[src/rtl/ahb_output_stage_param.sv]
// AHB-Lite output stage: arbitrates NPORTS input stages onto one shared slave.
// Define AHB_OS_ROUND_ROBIN_EN for round-robin arbitration; otherwise fixed priority (port 0 highest).

module ahb_output_stage_param #(
   parameter int NPORTS = 4,
   parameter int AW     = 32,
   parameter int DW     = 32
) (
   input  logic                HCLK,
   input  logic                HRESETn,
   input  logic [NPORTS-1:0]   sel_op,
   input  logic [NPORTS-1:0]   held_tran_op,
   input  logic [NPORTS*AW-1:0] addr_op,
   input  logic [2*NPORTS-1:0] trans_op,
   input  logic [NPORTS-1:0]   write_op,
   input  logic [3*NPORTS-1:0] size_op,
   input  logic [3*NPORTS-1:0] burst_op,
   input  logic [4*NPORTS-1:0] prot_op,
   input  logic [4*NPORTS-1:0] master_op,
   input  logic [NPORTS-1:0]   mastlock_op,
   input  logic [DW*NPORTS-1:0] wdata_op,
   input  logic                HREADYOUTM,
   output logic [NPORTS-1:0]   active_op,
   output logic                HSELM,
   output logic [AW-1:0]       HADDRM,
   output logic [1:0]          HTRANSM,
   output logic                HWRITEM,
   output logic [2:0]          HSIZEM,
   output logic [2:0]          HBURSTM,
   output logic [3:0]          HPROTM,
   output logic [3:0]          HMASTERM,
   output logic                HMASTLOCKM,
   output logic                HREADYMUXM,
   output logic [DW-1:0]       HWDATAM
);

   localparam int PW = $clog2(NPORTS);

   localparam logic [1:0] TRN_IDLE = 2'b00;
   localparam logic [1:0] TRN_BUSY = 2'b01;
   localparam logic [1:0] TRN_NSEQ = 2'b10;
   localparam logic [1:0] TRN_SEQ  = 2'b11;
   localparam logic [2:0] BRST_INCR = 3'b001;

   logic [AW-1:0] addr_arr   [NPORTS];
   logic [1:0]    trans_arr  [NPORTS];
   logic [2:0]    size_arr   [NPORTS];
   logic [2:0]    burst_arr  [NPORTS];
   logic [3:0]    prot_arr   [NPORTS];
   logic [3:0]    master_arr [NPORTS];
   logic [DW-1:0] wdata_arr  [NPORTS];

   for (genvar g = 0; g < NPORTS; g++) begin : g_unpack
      assign addr_arr[g]   = addr_op[g*AW +: AW];
      assign trans_arr[g]  = trans_op[g*2 +: 2];
      assign size_arr[g]   = size_op[g*3 +: 3];
      assign burst_arr[g]  = burst_op[g*3 +: 3];
      assign prot_arr[g]   = prot_op[g*4 +: 4];
      assign master_arr[g] = master_op[g*4 +: 4];
      assign wdata_arr[g]  = wdata_op[g*DW +: DW];
   end

   logic [NPORTS-1:0] req;
   logic [PW-1:0]     addr_in_port;
   logic [PW-1:0]     data_in_port;
   logic [PW-1:0]     winner;
   logic              no_port;
   logic              slave_sel;
   logic              hsel_lock;
   logic              hlock_arb;
   logic              hold;
   logic              accepted;
   logic              upd_grant;
   logic [4:0]        beat_cnt;
   logic [4:0]        beat_load;

   assign req = held_tran_op & sel_op;

   always_comb begin
      HSELM      = 1'b0;
      HADDRM     = '0;
      HTRANSM    = TRN_IDLE;
      HWRITEM    = 1'b0;
      HSIZEM     = '0;
      HBURSTM    = '0;
      HPROTM     = '0;
      HMASTERM   = '0;
      HMASTLOCKM = 1'b0;
      active_op  = '0;
      if (!no_port) begin
         HSELM      = sel_op[addr_in_port];
         HADDRM     = addr_arr[addr_in_port];
         HTRANSM    = trans_arr[addr_in_port];
         HWRITEM    = write_op[addr_in_port];
         HSIZEM     = size_arr[addr_in_port];
         HBURSTM    = burst_arr[addr_in_port];
         HPROTM     = prot_arr[addr_in_port];
         HMASTERM   = master_arr[addr_in_port];
         HMASTLOCKM = mastlock_op[addr_in_port];
         active_op[addr_in_port] = 1'b1;
      end
   end

   assign HREADYMUXM = slave_sel ? HREADYOUTM : 1'b1;
   assign HWDATAM    = wdata_arr[data_in_port];

   always_comb begin
      case (HBURSTM)
         3'b010, 3'b011: beat_load = 5'd3;
         3'b100, 3'b101: beat_load = 5'd7;
         3'b110, 3'b111: beat_load = 5'd15;
         default:        beat_load = 5'd0;
      endcase
   end

   assign accepted  = HREADYMUXM & HSELM;
   assign hlock_arb = HMASTLOCKM & (hsel_lock | HSELM);

   // The NONSEQ of a fixed-length burst also holds, so the grant cannot move
   // on the very edge that loads the beat counter.
   assign hold = (beat_cnt != 5'd0)
               | (((HTRANSM == TRN_BUSY) | (HTRANSM == TRN_SEQ)) & (HBURSTM == BRST_INCR))
               | hlock_arb
               | (accepted & (HTRANSM == TRN_NSEQ) & (beat_load != 5'd0));

   assign upd_grant = HREADYMUXM & ~hold;

`ifdef AHB_OS_ROUND_ROBIN_EN
   logic [PW-1:0] rr_ptr;

   always_comb begin
      int  idx;
      logic found;
      idx    = 0;
      found  = 1'b0;
      winner = rr_ptr;
      for (int k = 1; k <= NPORTS; k++) begin
         idx = (int'(rr_ptr) + k) % NPORTS;
         if (!found && req[idx]) begin
            winner = PW'(idx);
            found  = 1'b1;
         end
      end
   end

   always_ff @(posedge HCLK or negedge HRESETn) begin
      if (!HRESETn)
         rr_ptr <= PW'(NPORTS - 1);
      else if (upd_grant && (|req))
         rr_ptr <= winner;
   end
`else
   always_comb begin
      winner = '0;
      for (int k = NPORTS - 1; k >= 0; k--)
         if (req[k]) winner = PW'(k);
   end
`endif

   always_ff @(posedge HCLK or negedge HRESETn) begin
      if (!HRESETn) begin
         addr_in_port <= '0;
         no_port      <= 1'b1;
      end else if (upd_grant) begin
         if (|req) begin
            addr_in_port <= winner;
            no_port      <= 1'b0;
         end else begin
            no_port      <= 1'b1;
         end
      end
   end

   always_ff @(posedge HCLK or negedge HRESETn) begin
      if (!HRESETn) begin
         data_in_port <= '0;
         slave_sel    <= 1'b0;
         hsel_lock    <= 1'b0;
         beat_cnt     <= '0;
      end else if (HREADYMUXM) begin
         data_in_port <= addr_in_port;
         slave_sel    <= HSELM;
         if (!HMASTLOCKM)
            hsel_lock <= 1'b0;
         else if (HSELM && HTRANSM[1])
            hsel_lock <= 1'b1;
         if (accepted) begin
            case (HTRANSM)
               TRN_NSEQ: beat_cnt <= beat_load;
               TRN_SEQ:  if (beat_cnt != 5'd0) beat_cnt <= beat_cnt - 5'd1;
               TRN_IDLE: beat_cnt <= '0;
               default:  ;
            endcase
         end
      end
   end

endmodule

[config.mk]
export PLATFORM = sky130hd
export DESIGN_NAME = ahb_output_stage_param
export DESIGN_NICKNAME = d
export VERILOG_FILES = /design/src/rtl/ahb_output_stage_param.sv
export SDC_FILE = /design/constraint.sdc
export NUM_CORES = 1
export LEC_CHECK = 0
export CORE_AREA = 2 2 164 166
export DETAILED_ROUTE_END_ITERATION = 8
export DIE_AREA = 0 0 166 168
export HOLD_SLACK_MARGIN = 0.15
export PLACE_DENSITY_LB_ADDON = 0.2
export RECOVER_POWER = 25
export SYNTH_ARGS = -nofsm -noshare
export SYNTH_HDL_FRONTEND = slang
export SYNTH_SLANG_ARGS = --single-unit
[constraint.sdc]
create_clock -name HCLK -period 4.7 [get_ports HCLK]
set_input_delay 1.41 -clock HCLK [delete_from_list [all_inputs] [get_ports HCLK]]
set_output_delay 1.41 -clock HCLK [all_outputs]
set_load 0.1 [all_outputs]
### Word-level counts from Yosys, hierarchy flattened

Index checks and enable logic that the tools add are counted.

| word-level totals | value |
|---|---|
| flip-flop bits (word level) | 12 |
| input port bits | 339 |
| output and inout bits | 88 |
| word-level logic and storage cells | 101 |

| cells by class | value |
|---|---|
| add/subtract/negate cells | 1 |
| order comparisons | 4 |
| equal/unequal tests | 12 |
| mux-type cells | 50 |
| bitwise gates (word level) | 15 |
| reduce and logical (&&, ||, !) cells | 13 |

Operators with widths:

| operator | number |
|---|---|
| 2-to-1 mux 32 bit | 5 |
| binary-select mux 32 bit (select 2 bit) | 2 |
| 2-to-1 mux 4 bit | 7 |
| 2-to-1 mux 3 bit | 6 |
| binary-select mux 4 bit (select 2 bit) | 2 |
| case mux 5 bit (3 select lines) | 1 |
| 2-to-1 mux 2 bit | 7 |
| binary-select mux 3 bit (select 2 bit) | 2 |
| equality test 3 bit, second input constant | 4 |
| case mux 4 bit (3 select lines) | 1 |
| 2-to-1 mux 1 bit | 11 |
| nonzero test 5 bit | 2 |
| bitwise AND 1 bit | 6 |
| binary-select mux 1 bit (select 2 bit) | 3 |
| equality test 3 x 2 -> 1 bit, second input constant | 2 |
| >= comparator 3 bit, second input constant | 2 |
| NOT 2 -> 3 bit | 2 |
| OR reduction 2 bit | 3 |
| 2-to-1 mux 5 bit | 1 |
| OR 1 bit | 5 |
| subtractor 5 x 1 -> 5 bit, second input constant | 1 |
| bitwise AND 4 bit | 1 |
| binary-select mux 2 bit (select 2 bit) | 1 |
| equality test 2 bit, second input constant | 2 |
| 13 further kinds | 16 |

### Logic depth before layout (Yosys ltp)

| depth | value |
|---|---|
| depth in word-level cells | 14 |
| depth in mapped cells | 11 |

### Worst setup path before layout

OpenSTA, ideal clock, no wires.

| timing | value |
|---|---|
| path kind | input port to output port |
| from | input mastlock_op[2] |
| to | output HMASTLOCKM |
| data arrival time | 3026 ps |
| data required time | 3290 ps |
| path slack | 264 ps |
| cell stages on the path | 2 |
| path buffers | 0 |
| path through | mux2i_1 o22ai_1 |

| between the ends | value |
|---|---|
| word-level cells in the longest chain between the ends | 3 |

Ends and longest elaborated chain:

| element | line | RTL |
|---|---|---|
| start, declared | 20 | `input logic [NPORTS-1:0] mastlock_op,` |
| binary-select mux 1 bit (select 2 bit) | 99 | `HMASTLOCKM = mastlock_op[addr_in_port];` |
| 2-to-1 mux 1 bit (implied by the code) | 99 |  |
| 2-to-1 mux 1 bit | 90 | `if (!no_port) begin` |
| end, declared | 32 | `output logic HMASTLOCKM,` |

Every way passes these cells. The select of a mux whose other input is x is not followed.

### Worst setup path after layout

| timing | value |
|---|---|
| from | input trans_op[0] |
| to | output HTRANSM[0] |

| between the ends | value |
|---|---|
| word-level cells in the longest chain between the ends | 4 |

Ends and longest elaborated chain:

| element | line | RTL |
|---|---|---|
| start, declared | 14 | `input logic [2*NPORTS-1:0] trans_op,` |
| binary-select mux 2 bit (select 2 bit) | 93 | `HTRANSM = trans_arr[addr_in_port];` |
| 2-to-1 mux 2 bit (implied by the code) (2 in series) | 93 |  |
| 2-to-1 mux 2 bit | 90 |  |
| end, declared | 26 | `output logic [1:0] HTRANSM,` |

Every way passes these cells. The select of a mux whose other input is x is not followed.

==> impl_metrics.json <==
{
  "drtIter0Drc": 115,
  "rrSetupSlack_ns": 1.12,
  "syn-num-nets": 593,
  "grt_use_total": 0.1317,
  "path_class": "input pin to output port",
  "wirelength_um": 19390,
  "syn_area_per_cell_um2": 12.32,
  "min_to": "data_in_port[1]$_DFFE_PN0P_",
  "finClkSkew_ns": 0.004968,
  "r2r_end": "addr_in_port[0]$_DFFE_PN0P_",
  "die_y_um": 168,
  "cp_slowest_cell": "clkdlybuf4s50_1",
  "syn_inst": 248,
  "die_w_um": 166,
  "crit_arrival_ns": 2.99,
  "end_kind": "output port",
  "grt_pass1_vias": 4716,
  "syn_area_um2": 3055,
  "layout_common_cells": "335 x clkdlybuf4s50_1, 81 x mux4_2, 52 x buf_12",
  "viasPerCell": 4.077,
  "drc": 0,
  "finalSetupViolCount": 0,
  "rows": 60,
  "post-route-period-util": 0.9371,
  "ff2ff_path_depth": 8,
  "clock-root-buffer": "clkbuf_16",
  "cp_top_family": "buffers and inverters",
  "hp-class": "flip-flop to flip-flop",
  "dp_hpwl_um": 17320,
  "grt_setup_unrepaired": "false",
  "final_max_slew_viol_count": 0,
  "ctsHtreeMaxLevel": 1,
  "syn_to_final_growth_pct": 168.3,
  "cts_tree": "done",
  "period_needed_ns": 4.404,
  "ys_warn_count": 0,
  "numCtsBuffers": 3,
  "synth.distinct_cells": 41,
  "die-area_um2": 27890,
  "ys_seq_area_frac": 0.09869,
  "grt_max_degree": 56,
  "portBuffers": 426,
  "post_cts_resized": 0,
  "max_freq_mhz": 227.0,
  "clkSinkCount": 12,
  "post-cts-setup-buffers": 0,
  "path_max_fanout": 4,
  "max-cap-violations": 0,
  "whs_path_depth": 2,
  "min_from": "data_in_port[1]$_DFFE_PN0P_",
  "initial_core_util": 0.1160,
  "layout-drive-gt1-share": 0.2753,
  "nFillCells": 2646,
  "final_common_cell": "clkdlybuf4s50_1",
  "routabilityCongestion": 0.8860,
  "grt_pass1_wl_um": 28130,
  "clk_path_buf_depth": 2,
  "r2r_start": "addr_in_port[0]$_DFFE_PN0P_",
  "layout.nets": 1007,
  "clkSlewWorstSetupHoldPaths_ns": 0.04,
  "num_vias": 4093,
  "cpPeakStageDelay_ns": 0.47,
  "startpoint_type": "input pin",
  "path_cells": "clkdlybuf4s50_1 -> nor2b_1 -> a211oi_1 -> a21oi_1 -> clkbuf_1 -> nand2_1 -> inv_1 -> buf_12",
  "insertion_delay_ns": 0.24,
  "postCtsHoldBufs": 0,
  "grt-ovfl-total": 0,
  "outcome": "complete, no violations",
  "firstDrtPassIters": 4,
  "hold_viol_final": 0,
  "worstMarginPinSlew_ns": 1.199,
  "tns_ns": 0,
  "worstPathBufferInverterCount": 4,
  "required_ns": 3.29,
  "slew_headroom": 0.2040,
  "pin_count": 427,
  "core_um2": 26350,
  "ys_ff_latch": 12,
  "antenna_found_initial": 3,
  "postRouteAntennaNets": 0,
  "post_drt_wl_per_cell_um": 19.31
}
## worst max path at each step
| stage | start | to | slack (ns) | cells after the start |
|---|---|---|---|---|
| after floorplan | mastlock_op[2] | HMASTLOCKM | 0.26 | 2 |
| after global placement | trans_op[0] | HTRANSM[0] | 0.32 | 8 |
| after detailed placement | trans_op[0] | HTRANSM[0] | 0.32 | 8 |
| after CTS | trans_op[0] | HTRANSM[0] | 0.32 | 8 |
| after global routing | trans_op[0] | HTRANSM[0] | 0.12 | 8 |
| final | trans_op[0] | HTRANSM[0] | 0.30 | 8 |
## state kept, by name (all words and copies together), names as in the netlist
register / flops
addr_in_port: 2
no_port: 1
beat_cnt: 5
slave_sel: 1
data_in_port: 2
hsel_lock: 1
## synth_stat cells, drive strengths merged
library cell  instances  area share
dfstp                 1      0.0086
o21bai                1      0.0025
a2111o                1      0.0037
nor3                  2      0.0033
mux2                  2      0.0074
o31a                  1      0.0029
inv                   9       0.011
clkbuf               11       0.014
a31oi                 1      0.0020
a21o                  1      0.0025
or2                   2      0.0041
o21ai                 4      0.0066
and2                 47       0.096
a2bb2oi               1      0.0029
nor2                 12       0.015
a21oi                 5      0.0082
dfrtp                11       0.090
a32oi                 1      0.0029
buf                  14       0.023
o2bb2ai               1      0.0029
o41a                  1      0.0037
mux2i                 4       0.013
nor2b                 2      0.0041
nor3b                 1      0.0025
nand4                 1      0.0020
and3                  1      0.0020
xnor2                 1      0.0029
ha                    6       0.025
o22ai                 1      0.0020
o211ai                2      0.0049
nand2                12       0.015
mux4                 81        0.60
nor4b                 1      0.0029
a22o                  1      0.0029
nand2b                2      0.0041
a211oi                2      0.0049
and3b                 1      0.0029
## cell type report
cell class                 instances  area, um^2  share of cell area
timing repair buffer             434        4728              0.5767
tap                              341       426.7             0.05204
inverter                           9       33.78            0.004120
antenna                            2       5.005           0.0006104
clock buffer                       4       88.84             0.01083
multi-input combinational        202        2609              0.3182
sequential                        12       307.8             0.03754
## per-layer routing
| metal | up-vias | global-route usage | routed length [um] | share of wire |
|---|---|---|---|---|
| met1 | 1953 | 0.1271 | 6226 | 0.32 |
| met5 | - | 0 | 13 | 0.00067 |
| li1 | 1845 | - | - | - |
| met3 | 26 | 0.03244 | 1612 | 0.083 |
| met2 | 267 | 0.2690 | 10940 | 0.56 |
| met4 | 2 | 0.04461 | 595 | 0.031 |
## metrics by stage
stage          cells  instance area, um^2  setup slack [ns]  hold WS [ns]  utilization
2_1_floorplan    248                 3055            0.2637        0.4703            -
3_3_place_gp     998                 8132            0.3202        0.4783       0.3086
3_5_place_dp     998                 8132            0.3156        0.4766       0.3086
4_1_cts         1002                 8220            0.3154        0.4861       0.3120
5_1_grt         1003                 8197            0.1210        0.5446       0.3111
6_report        1004                 8199            0.2957        0.4812       0.3112
## kinds of logic after synthesis
| kind of cell | share of synthesized area |
|---|---|
| mux | 0.6175 |
| simple gates | 0.1536 |
| buf+inv | 0.04750 |
| compound gates | 0.05529 |
| flops | 0.09869 |
| fa+ha+maj | 0.02457 |
| xor+xnor | 0.002867 |
## worst register-to-register path, delay by kind of cell (launching register included)
family                     cells  cell delay, ns
AOI/OAI and AO/OA              1            0.29
buffers and inverters          1            0.14
and+or+nand+nor                2            0.40
muxes                          3            1.33
DFF                            1            1.03
adders and majority gates      1            0.26
Power is not shown: default switching activity piles up to over one toggle a cycle in this logic, so the estimate is an artifact.
